$ cat src/rtl/gpio_ctrl.sv
// gpio_ctrl: GPIO with direction, synchronised inputs, set/clear writes and edge interrupts.
// Optional per-pin input debounce is enabled by defining GPIO_DEBOUNCE_EN.
module gpio_ctrl #(
    parameter int NUM_PINS        = 32,
    parameter int SYNC_STAGES     = 2,
    parameter int DEBOUNCE_CYCLES = 16
) (
    input  logic                clk,
    input  logic                rst,
    input  logic                sel,
    input  logic [4:0]          addr,
    input  logic [31:0]         wdata,
    input  logic                we,
    input  logic                re,
    input  logic [3:0]          byte_mask,
    output logic [31:0]         rdata,
    input  logic [NUM_PINS-1:0] gpio_in,
    output logic [NUM_PINS-1:0] gpio_out,
    output logic [NUM_PINS-1:0] gpio_oe,
    output logic                irq
);
    localparam int N = NUM_PINS;

    logic [N-1:0] r_out, r_dir, r_ie, r_edge, r_status, r_s_d;
    logic [N-1:0] w_s, w_wd, w_evt, w_w1c;
    logic [SYNC_STAGES-1:0][N-1:0] r_sync;
    logic [31:0] w_mask32, w_rd;
    logic w_wr, w_unused;

    assign w_mask32 = {{8{byte_mask[3]}}, {8{byte_mask[2]}}, {8{byte_mask[1]}}, {8{byte_mask[0]}}};
    assign w_wd     = wdata[N-1:0] & w_mask32[N-1:0];
    assign w_wr     = sel && we;
    assign w_w1c    = (w_wr && addr[4:2] == 3'd5) ? w_wd : '0;
    assign w_evt    = (r_edge & w_s & ~r_s_d) | (~r_edge & ~w_s & r_s_d);
    assign w_unused = ^{addr[1:0], wdata, w_mask32};

    assign gpio_out = r_out;
    assign gpio_oe  = r_dir;
    assign irq      = |(r_status & r_ie);

    always_ff @(posedge clk) begin
        if (!rst) begin
            r_out    <= '0;
            r_dir    <= '0;
            r_ie     <= '0;
            r_edge   <= '0;
            r_status <= '0;
            r_sync   <= '0;
            r_s_d    <= '0;
        end else begin
            r_sync   <= {r_sync[SYNC_STAGES-2:0], gpio_in};
            r_s_d    <= w_s;
            // a new event on a bit being cleared in the same cycle keeps it set
            r_status <= (r_status & ~w_w1c) | w_evt;
            if (w_wr) begin
                case (addr[4:2])
                    3'd0:    r_out  <= (r_out & ~w_mask32[N-1:0]) | w_wd;
                    3'd1:    r_dir  <= (r_dir & ~w_mask32[N-1:0]) | w_wd;
                    3'd3:    r_ie   <= (r_ie & ~w_mask32[N-1:0]) | w_wd;
                    3'd4:    r_edge <= (r_edge & ~w_mask32[N-1:0]) | w_wd;
                    3'd6:    r_out  <= r_out | w_wd;
                    3'd7:    r_out  <= r_out & ~w_wd;
                    default: ;
                endcase
            end
        end
    end

`ifdef GPIO_DEBOUNCE_EN
    localparam int CW = $clog2(DEBOUNCE_CYCLES + 1);

    logic [N-1:0][CW-1:0] r_cnt;
    logic [N-1:0]         r_db;

    // the debounced level flips only after DEBOUNCE_CYCLES consecutive differing samples
    always_ff @(posedge clk) begin
        if (!rst) begin
            r_cnt <= '0;
            r_db  <= '0;
        end else begin
            for (int i = 0; i < N; i++) begin
                if (r_sync[SYNC_STAGES-1][i] == r_db[i]) begin
                    r_cnt[i] <= '0;
                end else if (r_cnt[i] == CW'(DEBOUNCE_CYCLES - 1)) begin
                    r_db[i]  <= ~r_db[i];
                    r_cnt[i] <= '0;
                end else begin
                    r_cnt[i] <= r_cnt[i] + 1'b1;
                end
            end
        end
    end

    assign w_s = r_db;
`else
    assign w_s = r_sync[SYNC_STAGES-1];
`endif

    always_comb begin
        w_rd = '0;
        case (addr[4:2])
            3'd0:    w_rd = 32'(r_out);
            3'd1:    w_rd = 32'(r_dir);
            3'd2:    w_rd = 32'(w_s);
            3'd3:    w_rd = 32'(r_ie);
            3'd4:    w_rd = 32'(r_edge);
            3'd5:    w_rd = 32'(r_status);
            default: w_rd = '0;
        endcase
        rdata = (sel && re) ? w_rd : '0;
    end
endmodule

$ cat config.mk
export PLATFORM = sky130hd
export DESIGN_NAME = gpio_ctrl
export DESIGN_NICKNAME = d
export VERILOG_FILES = /design/src/rtl/gpio_ctrl.sv
export SDC_FILE = /design/constraint.sdc
export NUM_CORES = 1
export LEC_CHECK = 0
export BUFFER_PORTS_ARGS = -buffer_cell sky130_fd_sc_hd__buf_4
export CAP_MARGIN = 20
export CORE_MARGIN = 2
export CORE_UTILIZATION = 60
export DETAILED_ROUTE_END_ITERATION = 12
export GPL_TIMING_DRIVEN = 0
export PLACE_DENSITY = 0.84
export SLEW_MARGIN = 40
export SYNTH_ARGS = -nofsm -noshare
export SYNTH_HDL_FRONTEND = slang
export SYNTH_SLANG_ARGS = --single-unit
$ cat constraint.sdc
create_clock -name clk -period 2.25 [get_ports clk]
set_input_delay 0.1125 -clock clk [delete_from_list [all_inputs] [get_ports clk]]
set_output_delay 0.1125 -clock clk [all_outputs]
set_load 0.02 [all_outputs]
==> metrics.md, run 1 <==
| Metric | Value |
|---|---|
| R2R Path End | r_status[31] |
| Post-route cell area | 14400 sq um |
| Slew HR | 34.9% |
| Total gr overflow | 0 |
| Max-slew violations | 0 |
| Fin worst setup slack | -0.0106 ns |
| DR vias | 11200 |
| GRT Total Usage | 41.7% |
| Detail Route Antenna Nets | 0 |
| Area after DPL | 12800 sq um |
| Cells on Worst Hold Path | 4 |
| Peak Freq | 442 MHz |
| Reg clk slew, reported paths | 0.06 ns |
| Post-Syn Nets | 1246 |
| Register-to-Register Path Depth | 3 |
| Busiest layer in global routing | met2 |
| EDFF count, synth | 0 |
| Placer Congestion | 1.01 |
| Antenna violations before repair | 0 |
| ANT cells | 0 |
| Leak pwr | 6.05 nW |
| RSZ-0062 raised after global routing | no |
| First-pass GRT wire length | 63.1 mm |
| Failing checks | negative setup slack |
| CP Data Required Time | 2.14 ns |
| Crit-path max FO | 10 |
| Met2 Use GR | 65.8% |
| Area Growth Syn to Fin | 27.4% |
| Netlist Area Pre-Place | 11300 sq um |
| Synth Flop Type | dfxtp_1 |
| I/O Buffers | 168 |
| DRT Wirelength | 42.9 mm |
| Area contributors post-synth | dfxtp_1, mux2i_1, nand2_1 |
| # DRC | 0 |
| Htree depth | 1 |
| Synth Instances | 1168 |
| Initial core utilization | 60.8% |
| Die extent in x | 141 um |
| Worst-margin pin slew | 0.976 ns |
| Area share of the largest cell type after synthesis | 45.4% |
| Final #Nets | 1509 |
| # Max-Cap Violations | 0 |
| Vias in the first global route | 10900 |
| Vias per std cell | 6.64 |
| TritonCTS clock tree | yes |
| DP HPWL | 28.4 mm |
| #FFs+latches synth | 256 |
| Ports | 175 |
| Hold wc startpoint | byte_mask[0] |
| Status | finished with violations |
| Hold Path End | r_status[7] |
| Pwr Density | 705 nW/um^2 |
| Worst skew pair latency | 0.53 ns |
| Clock Path Buffers | 3 |
| Area leader, netlist | dfxtp_1 |
| Hold/Removal Path Class | in2reg |
| Finished Core Util | 77.4% |
| Die Ht | 141 um |
| Fraction of registers with async set or reset after synthesis | 0% |
| Critical path data arrival time | 2.15 ns |
| 1st-pass router iterations | 5 |
| DRT iter0 DRCs | 1305 |
| Syn. warnings | 0 |
| Core ar. | 18600 sq um |
| Fin. Hold Viols | 0 |
| Critical Path Sink Type | output pin |
| Layout cells sized above 1 | 22.4% |
| FF-to-FF setup slack | 1.32 ns |
| Sequential area share after synthesis | 45.4% |
| Post-synth cell types | 49 |
| Largest net degree at the start of global routing | 14 |
| Maximum vdd drop | 0.000645 V |
| CTS Root Cell | clkbuf_16 |
| Startpoint Class | primary input |
| Met1 usage | 51.6% |
| Setup CP Type | in2out |
| Ratio of final minimum period to clock period | 100% |
| Tmin final | 2.26 ns |
| Num CTS Buffers | 27 |
| Met3 GRT Util | 10.6% |
| Num rows | 50 |
| Syn_area_per_cell | 9.67 sq um |
| Post-DR wirelength/cell | 25.5 um |
| Clk sink count | 256 |
| Die ar. | 19900 sq um |
| Setup bufs post-CTS | 0 |
| Synth top cells by count | dfxtp_1, nand2_1, mux2i_1 |
| Worst clock skew | 0.00687 ns |
| Top-count cell post-synth | dfxtp_1 |
| Setup-failing EPs final | 2 |
-- what timing repair did --
action	in CTS	in global routing
gates resized for setup	1	3
setup endpoints to repair	1	2
pin swaps	0	0
hold buffers	65	0
cloned	0	0
endpoints found under the hold margin	178	0
-- worst max-delay path: stages --
cell	delay (ns)
buf_6	0.13
buf_2	0.22
nor2_1	0.58
buf_2	0.51
a32oi_1	0.17
a21oi_1	0.23
buf_4	0.19
-- cell families (layout without fill, tap and decap cells) --
logic type / count (synthesis) / after routing / share of synthesized area (%)
simple gates: 406 / 406 / 19.8
compound gates: 266 / 266 / 16.6
flops: 256 / 256 / 45.4
mux: 152 / 152 / 14.4
buf+inv: 88 / 368 / 3.75
-- cell type report --
class | count | area (sq um)
well taps | 234 | 293
flip-flops and latches | 256 | 5120
clock inverters | 7 | 62.6
plain buffers | 82 | 402
inverters | 6 | 22.5
fillers | 1262 | 4190
clock buffers | 39 | 801
repair buffers | 234 | 1920
multi-input cells | 824 | 5760
-- layer usage --
layer,vias up,part of all wire [%]
met5,-,0
met4,0,6.5
met3,227,12
met2,906,45
met1,5292,37
li1,4743,-
-- placed cells by master, fill, tap and decap left out, types with 24 or more instances in the layout --
| cell | n |
|---|---|
| a31oi_1 | 24 |
| mux2_2 | 48 |
| dfxtp_1 | 256 |
| clkbuf_1 | 54 |
| a21oi_1 | 64 |
| and2_1 | 96 |
| nand2_1 | 177 |
| o2bb2ai_1 | 30 |
| clkbuf_16 | 27 |
| o21ai_0 | 40 |
| nand3b_1 | 25 |
| mux2i_1 | 100 |
| buf_4 | 172 |
| nor2_1 | 37 |
| a22oi_1 | 25 |
| o31ai_1 | 32 |
| dlygate4sd3_1 | 65 |
-- per-stage QoR --
| step | cells | power [mW] | setup WS [ns] | TNS [ns] | hold slack (ns) |
|---|---|---|---|---|---|
| after floorplan | 1168 | 5.27 | 0.722 | 0 | 0.228 |
| after global placement | 1570 | 5.68 | 0.0540 | 0 | 0.321 |
| after detailed placement | 1570 | 5.70 | -0.0281 | -0.0281 | 0.323 |
| after CTS | 1681 | 10.1 | 0.0132 | 0 | 0.00348 |
| after global routing | 1682 | 10.3 | 0.0212 | 0 | 0.0205 |
| final | 1682 | 10.1 | -0.0106 | -0.0176 | 0.0228 |
-- how the worst max path moves through the flow --
stage	start	to	cells after the start
after floorplan	addr[4]	rdata[24]	6
after global placement	sel	rdata[16]	6
after detailed placement	addr[3]	rdata[17]	7
after CTS	r_status[22]	irq	4
after global routing	r_status[15]	irq	4
final	addr[4]	rdata[17]	7
-- power breakdown --
part	switching, mW	leakage [nW]	internal, mW
registers	0.0916	2.08	4.64
clock network	1.83	0.429	2.56
logic	0.624	3.54	0.395
total	2.54	6.05	7.60
Power figures use the tool's default switching activity.
==> inputs of run 2 (changes only) <==
--- a/config.mk
+++ b/config.mk
@@ -8,10 +8,12 @@
 export BUFFER_PORTS_ARGS = -buffer_cell sky130_fd_sc_hd__buf_4
 export CAP_MARGIN = 20
 export CORE_MARGIN = 2
-export CORE_UTILIZATION = 60
+export CORE_UTILIZATION = 57
 export DETAILED_ROUTE_END_ITERATION = 12
 export GPL_TIMING_DRIVEN = 0
-export PLACE_DENSITY = 0.84
+export PLACE_DENSITY = 0.8
+export RECOVER_POWER = 100
+export SKIP_CTS_REPAIR_TIMING = 1
 export SLEW_MARGIN = 40
 export SYNTH_ARGS = -nofsm -noshare
 export SYNTH_HDL_FRONTEND = slang
==> constraint.sdc (replaced) <==
create_clock -name clk -period 2.5 [get_ports clk]
set_input_delay 0.125 -clock clk [delete_from_list [all_inputs] [get_ports clk]]
set_output_delay 0.125 -clock clk [all_outputs]
set_load 0.02 [all_outputs]
==> run 2 against run 1 <==
The flow finishes with violations (max-capacitance violations, max-slew violations, negative setup slack). Critical path depth unchanged. First-iteration DRC count decreased by 3.7%. Via count decreased by 1.9%. Clock-buffer cell count decreased by 3. Core utilization decreased by 5.4 points. Cell count increased by 1.8%. Sequential power decreased by 10%. Final area decreased by 2.6%. Register-to-register slack improved by 0.27 ns. Worst hold slack got worse by 0.0032 ns. Global-route usage decreased by 2.8 points. Combinational power decreased by 13%. Largest power group unchanged. Highest routed layer unchanged.
==> metrics.md, run 2 (synthesis results as in run 1) <==
| Metric | Value |
|---|---|
| Final #Nets | 1507 |
| Worst clock skew | 0.0123 ns |
| Peak Freq | 394 MHz |
| Antenna violations before repair | 0 |
| ANT cells | 0 |
| Ports | 175 |
| DRT Wirelength | 42.7 mm |
| Worst-margin pin slew | 2.16 ns |
| DR vias | 11000 |
| Detail Route Antenna Nets | 0 |
| Slew HR | -45.2% |
| Leak pwr | 5.62 nW |
| CTS Root Cell | clkbuf_16 |
| Largest net degree at the start of global routing | 14 |
| Post-route cell area | 14000 sq um |
| Crit-path max FO | 10 |
| Critical Path Sink Type | output pin |
| Clock Power Share | 43.9% |
| TritonCTS clock tree | yes |
| Maximum vdd drop | 0.000518 V |
| Setup CP Type | in2out |
| I/O Buffers | 168 |
| Htree depth | 1 |
| Layout cells sized above 1 | 15.8% |
| Num CTS Buffers | 27 |
| Fin worst setup slack | -0.0370 ns |
| Clk sink count | 256 |
| Critical path data arrival time | 2.41 ns |
| Sw Share | 25.2% |
| Sw power | 2.31 mW |
| Ratio of final minimum period to clock period | 101% |
| Die Ht | 145 um |
| Pint | 6.87 mW |
| Die ar. | 21000 sq um |
| Post-DR wirelength/cell | 24.9 um |
| Fin. Hold Viols | 0 |
| Register-to-Register Path Depth | 3 |
| Hold/Removal Path Class | in2reg |
| Area Growth Syn to Fin | 24.1% |
| Worst skew pair latency | 0.53 ns |
| Setup tns final | -0.0370 ns |
| Reg clk slew, reported paths | 0.06 ns |
| # Max-Cap Violations | 3 |
| Hold Path End | r_status[23] |
| Setup-failing EPs final | 1 |
| First-pass GRT wire length | 60.3 mm |
| 1st-pass router iterations | 6 |
| Area after DPL | 12900 sq um |
| R2R Path End | r_status[24] |
| Initial core utilization | 58.0% |
| Clock Path Buffers | 3 |
| Num rows | 51 |
| Vias per std cell | 6.39 |
| Placer Congestion | 1.02 |
| Pwr Density | 655 nW/um^2 |
| Tmin final | 2.54 ns |
| DP HPWL | 28.7 mm |
| Startpoint Class | primary input |
| Register share of total power | 46.4% |
| Hold slack | 0.0196 ns |
| Most common cell after layout, fill and taps aside | dfxtp_1 |
| Status | finished with violations |
| Die extent in x | 145 um |
| # DRC | 0 |
| Vias in the first global route | 10100 |
| Total gr overflow | 0 |
| Max-slew violations | 27 |
| Most frequent cells in the layout | dfxtp_1, nand2_1, clkbuf_1 |
| GRT Total Usage | 38.9% |
| Failing checks | max-capacitance violations, max-slew violations, negative setup slack |
| Hold wc startpoint | byte_mask[2] |
| Core ar. | 19500 sq um |
| Cells on Worst Hold Path | 4 |
| Finished Core Util | 72.0% |
| CP Data Required Time | 2.38 ns |
| Tot Pwr | 9.18 mW |
| Worst setup startpoint | addr[4] |
| Combinational group share of total power | 9.7% |
| RSZ-0062 raised after global routing | no |
| FF-to-FF setup slack | 1.59 ns |
| DRT iter0 DRCs | 1257 |
-- run 2: changes by cell type in the layout (fill, tap and decap cells not counted), moves of 4 or more --
cell / change
clkbuf_2: +5
and2_0: +37
and2_1: -37
buf_4: -92
clkinv_2: +4
clkbuf_1: +91
buf_2: -5
-- run 2: through the flow --
| stage | std cells | setup slack (ns) |
|---|---|---|
| final | 1713 | -0.0370 |
| after global routing | 1713 | 0.0510 |
| after CTS | 1649 | 0.242 |
| after detailed placement | 1601 | 0.251 |
| after global placement | 1601 | 0.223 |
| after floorplan | 1168 | 0.947 |
-- run 2: layout make-up --
class | count | area [sq um]
multi-input combinational | 824 | 5690
sequential | 256 | 5120
clock inverter | 12 | 114
timing repair buffer | 232 | 1560
buffer | 82 | 397
tap | 265 | 332
fill | 1540 | 5450
inverter | 6 | 22.5
clock buffer | 36 | 769
-- run 2: power by group through the flow --
stage	Clock, mW	Combinational (mW)	Sequential [mW]
detailed placement	0	0.789	4.34
global route	4.18	0.921	4.26
CTS	4.00	0.792	4.25
finish	4.03	0.890	4.26
floorplan	0	0.420	4.32
global placement	0	0.777	4.34
-- run 2: worst max path at each step --
stage                     end  slack [ns]  depth (start not counted)
finish              rdata[24]       -0.04                          7
global route        rdata[24]        0.05                          7
CTS                 rdata[16]        0.24                          6
detailed placement  rdata[16]        0.25                          6
global placement    rdata[16]        0.22                          6
floorplan           rdata[24]        0.95                          6
-- run 2: per-layer routing --
| layer | routed length (um) | track usage, % | vias up |
|---|---|---|---|
| li1 | - | - | 4731 |
| met1 | 15900 | 50.4 | 5157 |
| met2 | 18800 | 60.4 | 838 |
| met3 | 5120 | 8.85 | 228 |
| met4 | 2830 | 20.8 | 0 |
| met5 | 0 | 0 | - |
-- run 2: critical path: stages --
cell      delay (ns)
buf_6           0.13
buf_2           0.23
inv_1           0.30
clkbuf_1        0.73
a221oi_1        0.21
a211oi_1        0.41
clkbuf_2        0.25
==> inputs of run 3 (changes only) <==
--- a/config.mk
+++ b/config.mk
@@ -8,13 +8,13 @@
 export BUFFER_PORTS_ARGS = -buffer_cell sky130_fd_sc_hd__buf_4
 export CAP_MARGIN = 20
 export CORE_MARGIN = 2
-export CORE_UTILIZATION = 57
+export CORE_UTILIZATION = 59
+export CTS_BUF_LIST = sky130_fd_sc_hd__clkbuf_8
 export DETAILED_ROUTE_END_ITERATION = 12
 export GPL_TIMING_DRIVEN = 0
-export PLACE_DENSITY = 0.8
+export PLACE_DENSITY = 0.82
 export RECOVER_POWER = 100
 export SKIP_CTS_REPAIR_TIMING = 1
-export SLEW_MARGIN = 40
 export SYNTH_ARGS = -nofsm -noshare
 export SYNTH_HDL_FRONTEND = slang
 export SYNTH_SLANG_ARGS = --single-unit
==> run 3 against run 2 <==
The run ends with negative hold slack, max-capacitance violations, max-slew violations left. Core utilization increased by 2.3 points. Largest cell class unchanged. Maximum frequency increased by 2.5%. Register-to-register slack about the same. Critical endpoint is now rdata[16]. Flip-flop and latch count unchanged. Combinational power decreased by 0.8%. Wire length decreased by 2.5%. Final area decreased by 0.51%. Worst setup slack improved by 0.061 ns. Global-route usage increased by 0.78 points. Worst hold slack got worse by 0.020 ns. Die area decreased by 3.3%.
==> metrics.md, run 3 (synthesis results as in run 1) <==
| Metric | Value |
|---|---|
| First-pass GRT wire length | 60.2 mm |
| Hold slack | -0.000693 ns |
| Initial core utilization | 60.2% |
| CTS Root Cell | clkbuf_8 |
| DRT iter0 DRCs | 1362 |
| CP bufs+invs | 4 |
| Setup CP Type | in2out |
| Critical Path, Cell by Cell | buf_2 -> nand2_1 -> clkbuf_1 -> clkbuf_1 -> a21oi_1 -> clkbuf_1 |
| Most used cell along the critical path | clkbuf_1 |
| Clock Path Buffers | 3 |
| GRT Total Usage | 39.6% |
| Tot Pwr | 8.86 mW |
| 1st-pass router iterations | 6 |
| Startpoint Class | primary input |
| Total gr overflow | 0 |
| Slowest cell on crit path | clkbuf_1 |
| Peak Freq | 404 MHz |
| Antenna violations before repair | 0 |
| Ratio of final minimum period to clock period | 99.0% |
| Htree depth | 2 |
| Most common cell after layout, fill and taps aside | dfxtp_1 |
| Ports | 175 |
| Die extent in x | 142 um |
| Maximum vdd drop | 0.000459 V |
| Setup-failing EPs final | 0 |
| Crit-path max FO | 10 |
| Worst clock skew | 0.0195 ns |
| Vias in the first global route | 10400 |
| Tmin final | 2.48 ns |
| Pwr Density | 635 nW/um^2 |
| # DRC | 0 |
| Core ar. | 18800 sq um |
| Area Growth Syn to Fin | 23.4% |
| Register Area | 5120 sq um |
| Multi-input logic area | 5680 sq um |
| Num CTS Buffers | 43 |
| Met3 WL | 5.06 mm |
| CP peak stage delay | 0.80 ns |
| Die ar. | 20300 sq um |
| DR vias | 11000 |
| RSZ-0062 raised after global routing | no |
| Detail Route Antenna Nets | 0 |
| TritonCTS clock tree | yes |
| Placer Congestion | 1.02 |
| Status | finished with violations |
| Top Metal Used | met4 |
| Reg clk slew, reported paths | 0.06 ns |
| Setup tns final | 0 ns |
| Worst-margin pin slew | 2.17 ns |
| Hold/Removal Path Class | in2reg |
| Vias per std cell | 6.43 |
| Failing checks | negative hold slack, max-capacitance violations, max-slew violations |
| Num rows | 50 |
| Max-slew violations | 36 |
| Die Ht | 142 um |
| Post-DR wirelength/cell | 24.4 um |
| Leak pwr | 5.67 nW |
| # Max-Cap Violations | 4 |
| Family with the most delay on the worst path | buffers and inverters |
| M1 WL | 15.6 mm |
| Clk sink count | 256 |
| Slew HR | -45.7% |
| Layout cells sized above 1 | 16.7% |
| DRT Wirelength | 41.6 mm |
| CP Data Required Time | 2.38 ns |
| Largest net degree at the start of global routing | 11 |
| I/O Buffers | 168 |
| Final #Nets | 1523 |
| Finished Core Util | 74.3% |
| Worst skew pair latency | 0.56 ns |
| DP HPWL | 27.9 mm |
| # fillers | 1460 |
| Most frequent cells in the layout | dfxtp_1, nand2_1, clkbuf_1 |
| Critical path data arrival time | 2.35 ns |
| Critical Path Sink Type | output pin |
| Fin. Hold Viols | 2 |
| WL met2 | 18.5 mm |
## run 3: layout make-up
class,count,area share (%)
Buffer,82,2.84
Tap cell,234,2.10
Clock buffer,54,5.33
Clock inverter,18,0.718
Antenna cell,1,0.0180
Multi-Input combinational cell,824,40.7
Sequential cell,256,36.8
Timing Repair Buffer,232,11.3
Inverter,6,0.162
## run 3: where the power goes
| group | switching [mW] | internal (mW) |
|---|---|---|
| Combinational | 0.548 | 0.335 |
| Sequential | 0.0771 | 4.18 |
| Clock | 1.69 | 2.03 |
## run 3: final timing paths
path,start,end,slack (ns),depth (start not counted)
max,sel,rdata[16],0.02,6
min,byte_mask[1],r_status[15],-0.0007,4
max reg2reg,w_s[25],r_status[25],1.59,3
min reg2reg,r_sync[3],w_s[3],0.43,1
## run 3: worst min-delay path: stages
cell and delay (ns):
buf_4 0.13, nand2_1 0.08, o31ai_1 0.06, a31oi_1 0.11
## run 3: metal layers
| layer | vias up | track usage (%) |
|---|---|---|
| met4 | 0 | 23.2 |
| met1 | 5133 | 50.9 |
| li1 | 4766 | - |
| met3 | 190 | 10.2 |
| met2 | 879 | 60.6 |
| met5 | - | 0 |
## run 3: per-stage QoR
stage	area (sq um)	instances	hold slack, ns	worst slack, ns
5_1_grt	13900	1706	0.0273	0.0689
2_1_floorplan	11300	1168	0.241	0.947
3_5_place_dp	12800	1570	0.336	0.223
4_1_cts	13700	1642	-0.233	0.213
6_report	13900	1707	-0.000693	0.0242
3_3_place_gp	12800	1570	0.333	0.164
